--- config.mk ---
export PLATFORM = sky130hd
export DESIGN_NAME = load_store_unit
export DESIGN_NICKNAME = d
export VERILOG_FILES = /design/src/rtl/riscv_pkg.sv /design/src/rtl/lsu_align.sv /design/src/rtl/load_store_unit.sv
export SDC_FILE = /design/constraint.sdc
export NUM_CORES = 1
export LEC_CHECK = 0
export CORE_MARGIN = 10
export CORE_UTILIZATION = 39
export CTS_BUF_LIST = sky130_fd_sc_hd__clkbuf_16
export CTS_CLUSTER_DIAMETER = 30
export DETAILED_ROUTE_END_ITERATION = 10
export PLACE_DENSITY = 0.86
export SYNTH_ARGS = -nofsm -noshare
export SYNTH_HDL_FRONTEND = slang
export SYNTH_SLANG_ARGS = --single-unit
--- constraint.sdc ---
create_clock -name clk -period 2 [get_ports clk]
set_input_delay 0.4 -clock clk [delete_from_list [all_inputs] [get_ports clk]]
set_output_delay 0.4 -clock clk [all_outputs]
set_load 0.05 [all_outputs]
--- src/rtl/riscv_pkg.sv ---
// Shared encodings for the MEM-stage load/store unit: RV32I width codes,
// LSU FSM states and exception cause codes.
package riscv_pkg;

  localparam logic [2:0] F3_B  = 3'b000;
  localparam logic [2:0] F3_H  = 3'b001;
  localparam logic [2:0] F3_W  = 3'b010;
  localparam logic [2:0] F3_BU = 3'b100;
  localparam logic [2:0] F3_HU = 3'b101;

  typedef enum logic [1:0] {
    IDLE = 2'b00,
    REQ  = 2'b01,
    WAIT = 2'b10
  } lsu_state_t;

  typedef enum logic [1:0] {
    CAUSE_NONE        = 2'b00,
    CAUSE_LD_MISALIGN = 2'b01,
    CAUSE_ST_MISALIGN = 2'b10,
    CAUSE_ILLEGAL     = 2'b11
  } lsu_cause_t;

endpackage

--- src/rtl/lsu_align.sv ---
// Combinational lane logic: store byte enables / lane replication / legality
// for the op being accepted, and lane extraction / extension for returning loads.
module lsu_align
  import riscv_pkg::*;
#(
  parameter int unsigned XLEN = 32
) (
  input  logic [2:0]      ex_funct3,
  input  logic [1:0]      ex_addr_lo,
  input  logic            is_store,
  input  logic [XLEN-1:0] wdata,
  output logic [3:0]      be,
  output logic [XLEN-1:0] lane_wdata,
  output logic            legal,
  output logic            misaligned,
  input  logic [2:0]      ld_funct3,
  input  logic [1:0]      ld_addr_lo,
  input  logic [XLEN-1:0] rdata,
  output logic [XLEN-1:0] load_data
);

  logic [XLEN-1:0] shifted;

  always_comb begin
    legal      = 1'b0;
    misaligned = 1'b0;
    be         = '0;
    lane_wdata = wdata;
    case (ex_funct3)
      F3_B: begin
        legal      = 1'b1;
        be         = 4'b0001 << ex_addr_lo;
        lane_wdata = {4{wdata[7:0]}};
      end
      F3_H: begin
        legal      = 1'b1;
        misaligned = ex_addr_lo[0];
        be         = ex_addr_lo[1] ? 4'b1100 : 4'b0011;
        lane_wdata = {2{wdata[15:0]}};
      end
      F3_W: begin
        legal      = 1'b1;
        misaligned = |ex_addr_lo;
        be         = 4'b1111;
      end
      // Unsigned widths exist only for loads
      F3_BU: begin
        legal = !is_store;
        be    = 4'b0001 << ex_addr_lo;
      end
      F3_HU: begin
        legal      = !is_store;
        misaligned = ex_addr_lo[0];
        be         = ex_addr_lo[1] ? 4'b1100 : 4'b0011;
      end
      default: ;
    endcase
  end

  always_comb begin
    shifted   = rdata >> {ld_addr_lo, 3'b000};
    load_data = shifted;
    case (ld_funct3)
      F3_B:    load_data = {{24{shifted[7]}}, shifted[7:0]};
      F3_H:    load_data = {{16{shifted[15]}}, shifted[15:0]};
      F3_BU:   load_data = {24'h000000, shifted[7:0]};
      F3_HU:   load_data = {16'h0000, shifted[15:0]};
      default: ;
    endcase
  end

endmodule

--- src/rtl/load_store_unit.sv ---
// MEM-stage load/store unit: one outstanding req/gnt/rvalid access to data
// memory, exception reporting on refused ops, extended load writeback.
module load_store_unit
  import riscv_pkg::*;
#(
  parameter int unsigned XLEN   = 32,
  parameter int unsigned REG_AW = 5
) (
  input  logic              clk,
  input  logic              rst,
  input  logic              ex_valid,
  input  logic              ex_is_load,
  input  logic              ex_is_store,
  input  logic [2:0]        ex_funct3,
  input  logic [XLEN-1:0]   ex_addr,
  input  logic [XLEN-1:0]   ex_wdata,
  input  logic [REG_AW-1:0] ex_rd,
  input  logic              flush,
  output logic              lsu_stall,
  output logic              dmem_req,
  output logic              dmem_we,
  output logic [XLEN-1:0]   dmem_addr,
  output logic [3:0]        dmem_be,
  output logic [XLEN-1:0]   dmem_wdata,
  input  logic              dmem_gnt,
  input  logic              dmem_rvalid,
  input  logic [XLEN-1:0]   dmem_rdata,
  output logic              wb_valid,
  output logic [REG_AW-1:0] wb_rd,
  output logic [XLEN-1:0]   wb_data,
  output logic              lsu_exc,
  output logic [1:0]        exc_cause,
  output logic [XLEN-1:0]   exc_addr
);

  lsu_state_t        state_q, state_d;
  logic              kill_q, kill_d;
  logic [2:0]        funct3_q;
  logic [1:0]        addr_lo_q;
  logic [REG_AW-1:0] rd_q;

  logic [3:0]        be;
  logic [XLEN-1:0]   lane_wdata;
  logic [XLEN-1:0]   load_data;
  logic              legal, misaligned;
  logic              accept, fault, wb_fire;
  lsu_cause_t        cause;

  lsu_align #(.XLEN(XLEN)) u_align (
    .ex_funct3  (ex_funct3),
    .ex_addr_lo (ex_addr[1:0]),
    .is_store   (ex_is_store),
    .wdata      (ex_wdata),
    .be         (be),
    .lane_wdata (lane_wdata),
    .legal      (legal),
    .misaligned (misaligned),
    .ld_funct3  (funct3_q),
    .ld_addr_lo (addr_lo_q),
    .rdata      (dmem_rdata),
    .load_data  (load_data)
  );

  always_comb begin
    accept = (state_q == IDLE) && ex_valid && (ex_is_load || ex_is_store) && !flush;
    fault  = !legal || misaligned;
    if (!legal)           cause = CAUSE_ILLEGAL;
    else if (ex_is_store) cause = CAUSE_ST_MISALIGN;
    else                  cause = CAUSE_LD_MISALIGN;
    // A flush coinciding with rvalid also suppresses the writeback
    wb_fire = (state_q == WAIT) && dmem_rvalid && !kill_q && !flush;
  end

  always_comb begin
    state_d = state_q;
    kill_d  = kill_q;
    case (state_q)
      IDLE: if (accept && !fault) state_d = REQ;
      REQ: begin
        if (dmem_gnt) begin
          if (dmem_we) begin
            state_d = IDLE;
          end else begin
            state_d = WAIT;
            kill_d  = flush;
          end
        end else if (flush) begin
          state_d = IDLE;
        end
      end
      WAIT: begin
        if (flush) kill_d = 1'b1;
        if (dmem_rvalid) begin
          state_d = IDLE;
          kill_d  = 1'b0;
        end
      end
      default: state_d = IDLE;
    endcase
  end

  always_ff @(posedge clk) begin
    if (rst) begin
      state_q    <= IDLE;
      kill_q     <= 1'b0;
      funct3_q   <= '0;
      addr_lo_q  <= '0;
      rd_q       <= '0;
      lsu_stall  <= 1'b0;
      dmem_req   <= 1'b0;
      dmem_we    <= 1'b0;
      dmem_addr  <= '0;
      dmem_be    <= '0;
      dmem_wdata <= '0;
      wb_valid   <= 1'b0;
      wb_rd      <= '0;
      wb_data    <= '0;
      lsu_exc    <= 1'b0;
      exc_cause  <= '0;
      exc_addr   <= '0;
    end else begin
      state_q   <= state_d;
      kill_q    <= kill_d;
      lsu_stall <= (state_d != IDLE);
      dmem_req  <= (state_d == REQ);
      wb_valid  <= wb_fire;
      lsu_exc   <= accept && fault;
      if (accept && fault) begin
        exc_cause <= cause;
        exc_addr  <= ex_addr;
      end
      if (accept && !fault) begin
        dmem_we    <= ex_is_store;
        dmem_addr  <= {ex_addr[XLEN-1:2], 2'b00};
        dmem_be    <= be;
        dmem_wdata <= ex_is_store ? lane_wdata : '0;
        funct3_q   <= ex_funct3;
        addr_lo_q  <= ex_addr[1:0];
        rd_q       <= ex_rd;
      end
      if (wb_fire) begin
        wb_rd   <= rd_q;
        wb_data <= load_data;
      end
    end
  end

endmodule

======== Word-level counts from Yosys, hierarchy flattened ========
Cells that the tools add are included.
storage, ports and cells
  bits in registers ....................... 155
  input bits .............................. 112
  output and inout port bits .............. 144
  word-level logic and storage cells ...... 78
operators by class
  eq/ne operators ......................... 13
  shifts and indexed selects .............. 2
  multiplexer cells ....................... 20
  reductions and logical operators ........ 26
operator list
  cell                                              count
  case mux 32 bit (4 select lines)                  1
  case mux 32 bit (2 select lines)                  1
  two-way mux 32 bit                                1
  >> shifter 32 x 5 -> 32 bit                       1
  two-way mux 2 bit                                 7
  == test 3 bit (second input constant)             4
  case mux 4 bit (3 select lines)                   1
  logical AND 1 bit                                 8
  OR reduction 2 bit                                4
  == test 3 x 1 -> 1 bit (second input constant)    2
  logical NOT 3 bit                                 2
  case mux 1 bit (2 select lines)                   3
  case mux 2 bit (3 select lines)                   1
  logical NOT 1 bit                                 5
  == test 2 x 1 -> 1 bit (second input constant)    2
  two-way mux 1 bit                                 4
  two-way mux 4 bit                                 1
  inequality test 2 bit (second input constant)     2
  AND reduction 4 bit                               1
  nonzero test 2 bit                                2
  << shifter 1 x 2 -> 4 bit (first input constant)  1
  == test 3 x 2 -> 1 bit (second input constant)    1
  inequality test 3 bit (second input constant)     1
  OR reduction 3 bit                                1
  3 further kinds                                   4

======== Depth between registers and ports, before layout ========
Gate-level depths: netlist (run 1).
  depth after elaboration ................. 10
  mapped depth ............................ 8
  mapped depth without buffers ............ 4

======== Hierarchy ========
From an unflattened synthesis (run 1), not the netlist that was laid out.
second synthesis, totals
  cell total of the unflattened synthesis .. 917
  area total of the unflattened synthesis .. 7,775.0 µm²
by module, submodules not included
  module           times used  cells each  area each (µm²)  sequential area each (µm²)
  load_store_unit  1           735         6,364.9          3,103.0
  lsu_align        1           182         1,410.1          0.0

======== Least setup slack after synthesis (run 1) ========
Ideal clock, no wire load.
  path type ............................... input port to flip-flop
  from .................................... input port ex_funct3[0]
  to ...................................... register dmem_be[0]
  setup time .............................. 131 ps
  arrival time ............................ 1,987 ps
  required time ........................... 1,869 ps
  slack ................................... -118 ps
  stages on the path ...................... 8
  path buffers ............................ 4
  cells stage by stage .................... clkbuf_1 or4_1 clkbuf_1 a211o_1 clkbuf_1 clkbuf_1 a211oi_1 nor3_1
on the way
  word-level cells in the longest chain between the ends .. 7
  elaborated cells between the ends (all ways) .. 16
RTL lines
  element                                                                           line                    text
  from (decl)                                                                       load_store_unit.sv:14   input logic [2:0] ex_funct3,
  == test 3 x 1 -> 1 bit (tied with other cells)                                    lsu_align.sv:29         case (ex_funct3)
  OR reduction 3 bit (no source line) / OR reduction 2 bit (equally long branches)  n/a
  case mux 1 bit (2 select lines)                                                   lsu_align.sv:29
  logical NOT 1 bit                                                                 n/a
  logical OR 1 bit                                                                  load_store_unit.sv:66   fault = !legal || misaligned;
  logical NOT 1 bit                                                                 load_store_unit.sv:132  if (accept && !fault) begin
  logical AND 1 bit                                                                 load_store_unit.sv:132
  to (signal assigned)                                                              load_store_unit.sv:113  dmem_be <= '0;
  to (signal assigned)                                                              load_store_unit.sv:135  dmem_be <= be;
  to (decl)                                                                         load_store_unit.sv:23   output logic [3:0] dmem_be,
Parallel ways exist; a longest one is shown, timed or not.
A chain may end at the register's enable or synchronous reset.

======== Worst setup path after layout (run 1) ========
  from .................................... register exc_addr[22]
  to ...................................... output port exc_addr[22]
RTL lines
  element                 line                    text
  from (decl)             load_store_unit.sv:33   output logic [XLEN-1:0] exc_addr
  from (signal assigned)  load_store_unit.sv:130  exc_addr <= ex_addr;
No word-level cell between the ends.

==> flow_summary.json, run 1 <==
{
  "pre_cts_ws_ps": -603,
  "whs_path_depth": 2,
  "path_buf_inv": 1,
  "grt_use_total_pct": 21.3,
  "crit_path_max_incr_delay_ps": 830,
  "fin_area_um2": 10200,
  "fp-row-count": 46,
  "yosysTopAreaCellShare_pct": 48.4,
  "drt_first_pass_iters": 5,
  "worstSetupStartpoint": "exc_addr[22]",
  "finalWirelength_um": 24700,
  "initial_core_util_pct": 40.1,
  "ys_types": 39,
  "io_buffers": 253,
  "r2r_cells": 5,
  "crit_fanout": 2,
  "synth.yosys.warnings": 0,
  "maxSlewViolCount": 0,
  "syn_area_per_cell_um2": 8.30,
  "ys_seq_elements": 155,
  "layout_setup_ws_ps": 26.9,
  "rrSetupSlack_ps": 80,
  "finalPower_uw": 7430,
  "post_cts_buffers": 0,
  "post-route-drc-count": 0,
  "fin_crit_sh_pct": 98.7,
  "worst_pin_slew_ps": 715,
  "clkLatencyLatePin_ps": 420,
  "min_from": "dmem_wdata[2]",
  "grt_max_degree": 92,
  "core-area_um2": 16000,
  "fin_tns_setup_ps": 0,
  "h-tree-depth": 4,
  "crit_family": "buffers and inverters",
  "cts_tree": "yes",
  "hold_end": "dmem_wdata[2]",
  "netlist_area_um2": 6410,
  "vdd_ir_drop_max_mv": 0.543,
  "vias": 6710,
  "skew_ps": 8.00,
  "ys_top_cells_by_area": "dfxtp_1, a21oi_1, nand2_1",
  "clock_sink_count": 155,
  "cts_root_buf": "clkbuf_16",
  "status": "completed",
  "postSynthCellCount": 772,
  "hold_class": "reg2reg",
  "clock.fmax_mhz": 507,
  "detail_route.wl_per_cell_um": 19.7,
  "drive_gt1_share_pct": 13.3,
  "drt-initial-drc-count": 371,
  "setup_viol": 0,
  "hold_viol": 0,
  "cp_data_required_time_ps": 1600,
  "crit_path_end_kind": "primary output",
  "timing.rr.end": "dmem_wdata[30]",
  "relSlewSlack_pct": 52.2,
  "grt_pass1_vias": 6629,
  "final_cell_mix": "dfxtp_1, nand2_1, clkdlybuf4s50_1, a21oi_1, dlymetal6s2s_1",
  "drt.antenna.violating_nets": 0,
  "overflow": 0,
  "nets": 1135,
  "rsz0062_at_grt": "yes",
  "grt_pass1_wl_um": 37300,
  "place_area_um2": 9430,
  "antenna_found_initial": 1,
  "fp.dieW_um": 148,
  "num_io_pins": 256,
  "path_clk_slew_ps": 60,
  "power.leakage_uw": 0.00515,
  "p_per_area_nw_per_um2": 728,
  "worst-setup-path-type": "reg2out",
  "yosysTopAreaCell": "dfxtp_1",
  "cts_made_buffers": 17,
  "num-fill-cells": 1319,
  "r2r-start": "state_q[0]",
  "die_height_um": 148,
  "cp-start-kind": "register",
  "final_common_cell": "dfxtp_1",
  "cts_buffer_depth": 2,
  "syn_to_final_growth_pct": 59.3,
  "die_area_um2": 22000,
  "viasPerCell": 5.36,
  "routabilityCongestion": 0.841,
  "period_needed_ps": 1970,
  "arrival_ps": 1570,
  "crit_chain": "clkdlybuf4s50_1",
  "cp_slowest_cell": "clkdlybuf4s50_1",
  "hpwl_um": 17900,
  "ys_seq_area_share_pct": 48.4,
  "drv_cap": 0
}
-- cell families after synthesis --
| group | share of synthesized area (%) |
|---|---|
| other | 0.0585 |
| buffers and inverters | 4.90 |
| muxes | 6.76 |
| AOI/OAI and AO/OA | 22.0 |
| and+or+nand+nor | 17.9 |
| DFF | 48.4 |
-- cell type report --
| type | count | area [um2] | area share [%] |
|---|---|---|---|
| clock buffers | 17 | 425 | 4.17 |
| well taps | 216 | 270 | 2.65 |
| inverters | 5 | 18.8 | 0.184 |
| clock inverters | 15 | 135 | 1.32 |
| flip-flops and latches | 155 | 3100 | 30.4 |
| multi-input cells | 540 | 3030 | 29.7 |
| diodes | 1 | 2.50 | 0.0245 |
| repair buffers | 304 | 3230 | 31.6 |
-- sequential cells by signal, summed over array words and instances, names as in the netlist, 2 cells and up --
| register | count |
|---|---|
| dmem_wdata | 32 |
| exc_addr | 32 |
| wb_data | 32 |
| dmem_addr | 30 |
| rd_q | 5 |
| wb_rd | 5 |
| dmem_be | 4 |
| funct3_q | 3 |
| addr_lo_q | 2 |
| exc_cause | 2 |
| state_q | 2 |
-- where the power goes --
group / switching [uW] / internal (uW)
combinational: 643 / 485
sequential: 33.3 / 3150
clock: 1300 / 1810
total: 1970 / 5450
-- what timing repair did --
item                       4_1_cts  5_1_grt
pin swaps                        3        2
setup endpoints to repair      100      111
resized for setup               31       87
hold endpoints to repair         0        0
hold buffers                     0        0
cloned                           1        0
-- layer usage --
layer	wire length, um	share of wire, %	vias to the layer above	GRT usage (%)
met1	9270	38	3171	22.9
met2	12200	49	300	36.8
met5	0	0	-	0
met3	2450	9.9	48	8.28
met4	778	3.2	0	8.82
li1	-	-	3191	-
-- synthesized netlist by cell type (all sizes together) --
cell type / count
nand3: 48
nor4b: 1
o211ai: 9
a21o: 1
and2: 2
a211o: 1
a2111o: 1
nand3b: 1
or4b: 1
o2bb2ai: 7
clkbuf: 55
conb: 1
a22o: 16
and3b: 1
or4: 1
mux2i: 23
a311oi: 2
nor2b: 3
a21oi: 132
nor2: 43
o22ai: 1
inv: 5
o21ai: 35
a221o: 1
nand2b: 1
buf: 18
a211oi: 30
a31oi: 1
nand2: 132
or2: 18
nor3b: 3
mux4: 1
nor3: 6
mux2: 16
dfxtp: 155
-- through the flow --
stage,hold WS [ps],instances,util (%)
3_5_place_dp,443,1219,58.9
3_3_place_gp,439,1219,58.9
6_report,448,1253,63.8
2_1_floorplan,432,773,-
4_1_cts,452,1252,62.5
5_1_grt,467,1253,63.8
-- worst max path at each step --
stage,slack [ps],to,depth (start not counted)
floorplan,-3,dmem_be[0],8
global placement,-550,dmem_wdata[12],6
detailed placement,-600,dmem_wdata[28],6
CTS,0.3,wb_rd[3],1
global route,-20,dmem_wdata[30],6
finish,30,exc_addr[22],1
Note: power is estimated with default switching activity, not from simulation.
==> run 2, diff against run 1 <==
--- a/config.mk
+++ b/config.mk
@@ -10,7 +10,7 @@
 export CTS_BUF_LIST = sky130_fd_sc_hd__clkbuf_16
 export CTS_CLUSTER_DIAMETER = 30
 export DETAILED_ROUTE_END_ITERATION = 10
-export PLACE_DENSITY = 0.86
+export PLACE_DENSITY_LB_ADDON = 0.08
 export SYNTH_ARGS = -nofsm -noshare
 export SYNTH_HDL_FRONTEND = slang
 export SYNTH_SLANG_ARGS = --single-unit
==> run 2 against run 1 <==
Effect of this change: final area is essentially flat; non-clock buffer count is 3 higher; sequential cell count unchanged; largest cell class unchanged.
==> flow_summary.json, run 2 (synthesis gave the netlist of run 1 again) <==
{
  "status": "completed",
  "cp-start-kind": "register",
  "drt-initial-drc-count": 309,
  "io_buffers": 253,
  "hpwl_um": 16700,
  "wl_met1_um": 9970,
  "grt_use_total_pct": 20.2,
  "drt_first_pass_iters": 5,
  "num_io_pins": 256,
  "core-area_um2": 16000,
  "final_cells": 1255,
  "fin_crit_sh_pct": 99.0,
  "cts_made_buffers": 17,
  "final_cell_mix": "dfxtp_1, nand2_1, a21oi_1, clkdlybuf4s50_1, dlymetal6s2s_1",
  "finalPower_uw": 7500,
  "h-tree-depth": 4,
  "die_area_um2": 22000,
  "crit_path_max_incr_delay_ps": 830,
  "vias": 6421,
  "route.top_layer_used": "met4",
  "p_per_area_nw_per_um2": 734,
  "period_needed_ps": 1980,
  "worst-setup-path-type": "reg2out",
  "final_common_cell": "dfxtp_1",
  "initial_core_util_pct": 40.1,
  "vdd_ir_drop_max_mv": 0.551,
  "post-route-drc-count": 0,
  "setup_viol": 0,
  "grt_pass1_vias": 6239,
  "relSlewSlack_pct": 63.0,
  "clock_sink_count": 155,
  "nets": 1138,
  "cp_slowest_cell": "clkdlybuf4s50_1",
  "crit_fanout": 2,
  "path_clk_slew_ps": 60,
  "fin_tns_setup_ps": 0,
  "clock.fmax_mhz": 505,
  "arrival_ps": 1580,
  "ctsHoldBuffers": 0,
  "viasPerCell": 5.12,
  "detail_route.wl_per_cell_um": 18.3,
  "crit_chain": "clkdlybuf4s50_1",
  "hold_viol": 0,
  "grt_max_degree": 81,
  "antenna_found_initial": 0,
  "cts_root_buf": "clkbuf_16",
  "cts_buffer_depth": 2,
  "dr_wl_met2_um": 10300,
  "fp-row-count": 46,
  "maxSlewViolCount": 0,
  "drv_cap": 0,
  "drt.antenna.violating_nets": 0,
  "hold_class": "reg2reg",
  "routabilityCongestion": 0.815,
  "path_buf_inv": 1,
  "syn_to_final_growth_pct": 59.4,
  "cp_data_required_time_ps": 1600,
  "power.leakage_uw": 0.00518,
  "crit_path_end_kind": "primary output",
  "grt_pass1_wl_um": 35600,
  "fp.dieW_um": 148,
  "drive_gt1_share_pct": 13.9,
  "skew_ps": 10.8,
  "met3_length_um": 2170,
  "overflow": 0,
  "clkLatencyLatePin_ps": 430,
  "rrSetupSlack_ps": 140,
  "worst_pin_slew_ps": 553,
  "crit_family": "buffers and inverters",
  "fin_util_pct": 63.9,
  "finalWirelength_um": 22900,
  "dpl.cell_count": 1221,
  "cts_tree": "yes",
  "reg_top3": "dmem_wdata: 32 flops, exc_addr: 32 flops, wb_data: 32 flops",
  "num_antenna_cells": 0,
  "die_height_um": 148
}
run 2: changes by cell type in the layout (fill, tap and decap cells not counted), moves of 2 or more:
cell and delta:
clkinv_2 -2, dlygate4sd2_1 +10, buf_6 +4, buf_12 -2
clkdlybuf4s50_1 -11, dlymetal6s2s_1 -3, buf_4 +4
run 2: power breakdown:
group	internal [uW]	switching (uW)
clock	1940	1270
combinational	480	622
sequential	3150	32.8
total	5570	1930
run 2: repair_timing:
action / 4_1_cts / 5_1_grt
setup endpoints to repair: 113 / 100
buffers inserted: 1 / 0
resized for setup: 46 / 84
gates cloned: 1 / 0
pin swaps: 5 / 1
run 2: final timing paths:
kind / endpoint / from / depth (start not counted)
min: wb_rd[0] / rd_q[0] / 2
max reg2reg: dmem_be[1] / state_q[0] / 7
min reg2reg: wb_rd[0] / rd_q[0] / 2
max: exc_addr[31] / exc_addr[31] / 1
run 2: per-layer routing:
layer	global-route usage, %	up-vias
met3	7.95	28
met5	0	-
li1	-	3198
met1	25.2	2973
met2	31.1	222
met4	6.59	0
run 2: area by class of cell:
| cell class | count | area [um2] |
|---|---|---|
| multi-input cells | 540 | 3030 |
| clock buffers | 17 | 425 |
| fillers | 1457 | 5780 |
| repair buffers | 307 | 3220 |
| well taps | 216 | 270 |
| flip-flops and latches | 155 | 3100 |
| inverters | 5 | 18.8 |
| clock inverters | 15 | 159 |
run 2: stage by stage:
stage	worst slack, ps	instance area, um2	hold slack (ps)
after floorplan	-2.57	6460	432
after global placement	-544	9410	438
after detailed placement	-579	9410	444
after CTS	0.324	10000	451
after global routing	-12.6	10200	464
final	20.1	10200	447
==> run 3, diff against run 2 <==
--- a/config.mk
+++ b/config.mk
@@ -5,12 +5,12 @@
 export SDC_FILE = /design/constraint.sdc
 export NUM_CORES = 1
 export LEC_CHECK = 0
-export CORE_MARGIN = 10
-export CORE_UTILIZATION = 39
+export CORE_UTILIZATION = 42
 export CTS_BUF_LIST = sky130_fd_sc_hd__clkbuf_16
 export CTS_CLUSTER_DIAMETER = 30
 export DETAILED_ROUTE_END_ITERATION = 10
 export PLACE_DENSITY_LB_ADDON = 0.08
 export SYNTH_ARGS = -nofsm -noshare
 export SYNTH_HDL_FRONTEND = slang
+export SYNTH_HIERARCHICAL = 1
 export SYNTH_SLANG_ARGS = --single-unit
==> run 3 against run 2 <==
Effect of this change: routed wire length is 15% higher; final area is 15% higher; sequential cell count stayed put; synthesized area is 21% higher; global-route usage is 6.6 points higher; core utilization is 1.1 points higher; critical path depth stayed put; largest power group is now sequential cells; highest routed layer unchanged.
==> flow_summary.json, run 3 <==
{
  "num-fill-cells": 1617,
  "vias": 8107,
  "hold_class": "reg2reg",
  "synth_ff_type": "dfxtp_1",
  "final_common_cell": "a21oi_1",
  "synthSimpleGateAreaFrac_pct": 18.5,
  "async_flop_share_pct": 0,
  "routabilityCongestion": 0.908,
  "endpoint": "dmem_addr[4]",
  "num_io_pins": 256,
  "worstSetupStartpoint": "dmem_addr[4]",
  "detail_route.wl_per_cell_um": 19.1,
  "r2r-start": "addr_lo_q[0]",
  "clock.fmax_mhz": 509,
  "skew_ps": 8.87,
  "drv_cap": 0,
  "post-route-drc-count": 0,
  "relSlewSlack_pct": 55.4,
  "pwr-share-seq_pct": 39.8,
  "fp.dieW_um": 138,
  "post_cts_resized": 18,
  "cp.depth": 1,
  "io_buffers": 253,
  "die_height_um": 138,
  "clock_sink_count": 155,
  "finalPower_uw": 8060,
  "hold_slack_ps": 461,
  "maxSlewViolCount": 0,
  "postSynthCellCount": 917,
  "post_cts_buffers": 0,
  "crit_chain": "clkdlybuf4s50_1",
  "yosysTopAreaCell": "dfxtp_1",
  "finalWirelength_um": 26200,
  "drt.antenna.violating_nets": 0,
  "synth_most_common_cell": "a21oi_1",
  "hold_viol": 0,
  "p_switching_uw": 2380,
  "fp-row-count": 49,
  "setup_viol": 0,
  "crit_path_end_kind": "primary output",
  "p_per_area_nw_per_um2": 689,
  "fin_tns_setup_ps": 0,
  "crit_family": "buffers and inverters",
  "cts_tree": "yes",
  "p_int_uw": 5690,
  "status": "completed",
  "synth_top_family_by_area": "compound AO/OA/AOI/OAI gates",
  "ys_types": 51,
  "cp_data_required_time_ps": 1600,
  "r2r_cells": 6,
  "swShare_pct": 29.5,
  "cts_buffer_depth": 2,
  "fin_crit_sh_pct": 98.3,
  "synth_common_cells": "a21oi_1, dfxtp_1, o31ai_1, nand4_1, clkbuf_1",
  "h-tree-depth": 4,
  "path_buf_inv": 1,
  "arrival_ps": 1570,
  "final_cells": 1373,
  "antenna_found_initial": 1,
  "synth.yosys.warnings": 6,
  "synth_edf_count": 0,
  "overflow": 0,
  "viasPerCell": 5.90,
  "crit_fanout": 2,
  "worst_pin_slew_ps": 669,
  "grt_max_degree": 51,
  "ys_seq_area_share_pct": 39.9,
  "path_clk_slew_ps": 60,
  "drt_first_pass_iters": 5,
  "period_needed_ps": 1970,
  "final_cell_mix": "a21oi_1, dfxtp_1, clkdlybuf4s50_1, o31ai_1, nand4_1",
  "crit_path_max_incr_delay_ps": 810,
  "syn_area_per_cell_um2": 8.48,
  "grt_pass1_wl_um": 41700,
  "grt_use_total_pct": 26.7,
  "hpwl_um": 17800,
  "die_area_um2": 19100,
  "p_comb_share_pct": 20.6,
  "clkLatencyLatePin_ps": 420,
  "nets": 1242,
  "yosysTopAreaCellShare_pct": 39.9,
  "timing.rr.end": "wb_data[16]",
  "cp-start-kind": "register",
  "cts_made_buffers": 17,
  "core-area_um2": 18000,
  "power.leakage_uw": 0.00539,
  "vdd_ir_drop_max_mv": 0.598,
  "ctsHoldBuffers": 0,
  "clockPowerShare_pct": 39.6,
  "worst-setup-path-type": "reg2out",
  "grt_pass1_vias": 7661,
  "ys_seq_elements": 155,
  "cp_slowest_cell": "clkdlybuf4s50_1",
  "netlist_area_um2": 7770,
  "ys_top_cells_by_area": "dfxtp_1, o31ai_1, a21oi_1",
  "initial_core_util_pct": 43.1,
  "reg_top3": "dmem_wdata: 32 flops, exc_addr: 32 flops, wb_data: 32 flops",
  "synth_xor_area_share_pct": 0.113,
  "synth.area.mux_share_pct": 7.15,
  "drive_gt1_share_pct": 14.8,
  "dpl.cell_count": 1340,
  "cts_root_buf": "clkbuf_16",
  "drt-initial-drc-count": 397,
  "synth_fa_ha_area_share_pct": 0,
  "rrSetupSlack_ps": 180,
  "multi_input_area_um2": 4130,
  "syn_to_final_growth_pct": 50.5,
  "final-seq-area_um2": 3100,
  "synth_compound_area_share_pct": 26.5
}
[run 3: cell types whose count changed after synthesis, sizes merged, moves of 12 or more]
cell    before  now
or2         18    3
nand4        0  108
o31ai        0  111
clkbuf      55   80
o21ai       35   47
a21oi      132  164
a211oi      30    2
nor2        43   21
nand2      132   25
buf         18   48
a22o        16    0
mux2        16   33
[run 3: cell type report]
type / instances / share of cell area [%]
inverters: 2 / 0.0642
repair buffers: 321 / 30.8
diodes: 1 / 0.0214
clock buffers: 17 / 3.64
well taps: 229 / 2.45
clock inverters: 15 / 1.25
multi-input cells: 633 / 35.3
flip-flops and latches: 155 / 26.5
[run 3: cells by family (layout without fill, tap and decap cells)]
family / after synthesis / in the layout
xor+xnor: 1 / 1
compound gates: 341 / 341
flops: 155 / 155
mux: 48 / 48
buf+inv: 130 / 355
simple gates: 241 / 241
other cells: 1 / 3
[run 3: power by group through the flow]
stage | registers (uW) | logic, uW | clock network [uW]
global route | 3210 | 1760 | 3400
global placement | 3270 | 1650 | 0
CTS | 3210 | 1660 | 3260
floorplan | 3490 | 682 | 0
finish | 3210 | 1660 | 3200
detailed placement | 3270 | 1650 | 0
[run 3: layer usage]
metal  global-route usage [%]  part of all wire, %  vias up
met1                     34.3                   43     3848
met2                     43.3                   48      290
met4                     8.85                  2.3        0
met3                     7.38                  7.1       36
li1                         -                    -     3933
met5                        0                    0        -
[run 3: worst min-delay path by stage]
| stage | startpoint | endpoint | slack [ps] | cells after the start |
|---|---|---|---|---|
| global placement | dmem_wdata[13] | dmem_wdata[13] | 450 | 2 |
| floorplan | rd_q[0] | wb_rd[0] | 440 | 2 |
| CTS | dmem_addr[10] | dmem_addr[10] | 470 | 2 |
| finish | dmem_addr[10] | dmem_addr[10] | 460 | 2 |
| global route | dmem_addr[14] | dmem_addr[14] | 490 | 2 |
| detailed placement | rd_q[3] | wb_rd[3] | 460 | 2 |
[run 3: per-stage QoR]
stage                     area, um2  setup slack, ps  util, %
after floorplan                7790             22.3        -
after global placement        10900             -363     60.7
after detailed placement      10900             -476     60.7
after CTS                     11500            0.713     63.8
after global routing          11700            -17.7     64.9
final                         11700             34.3     64.9
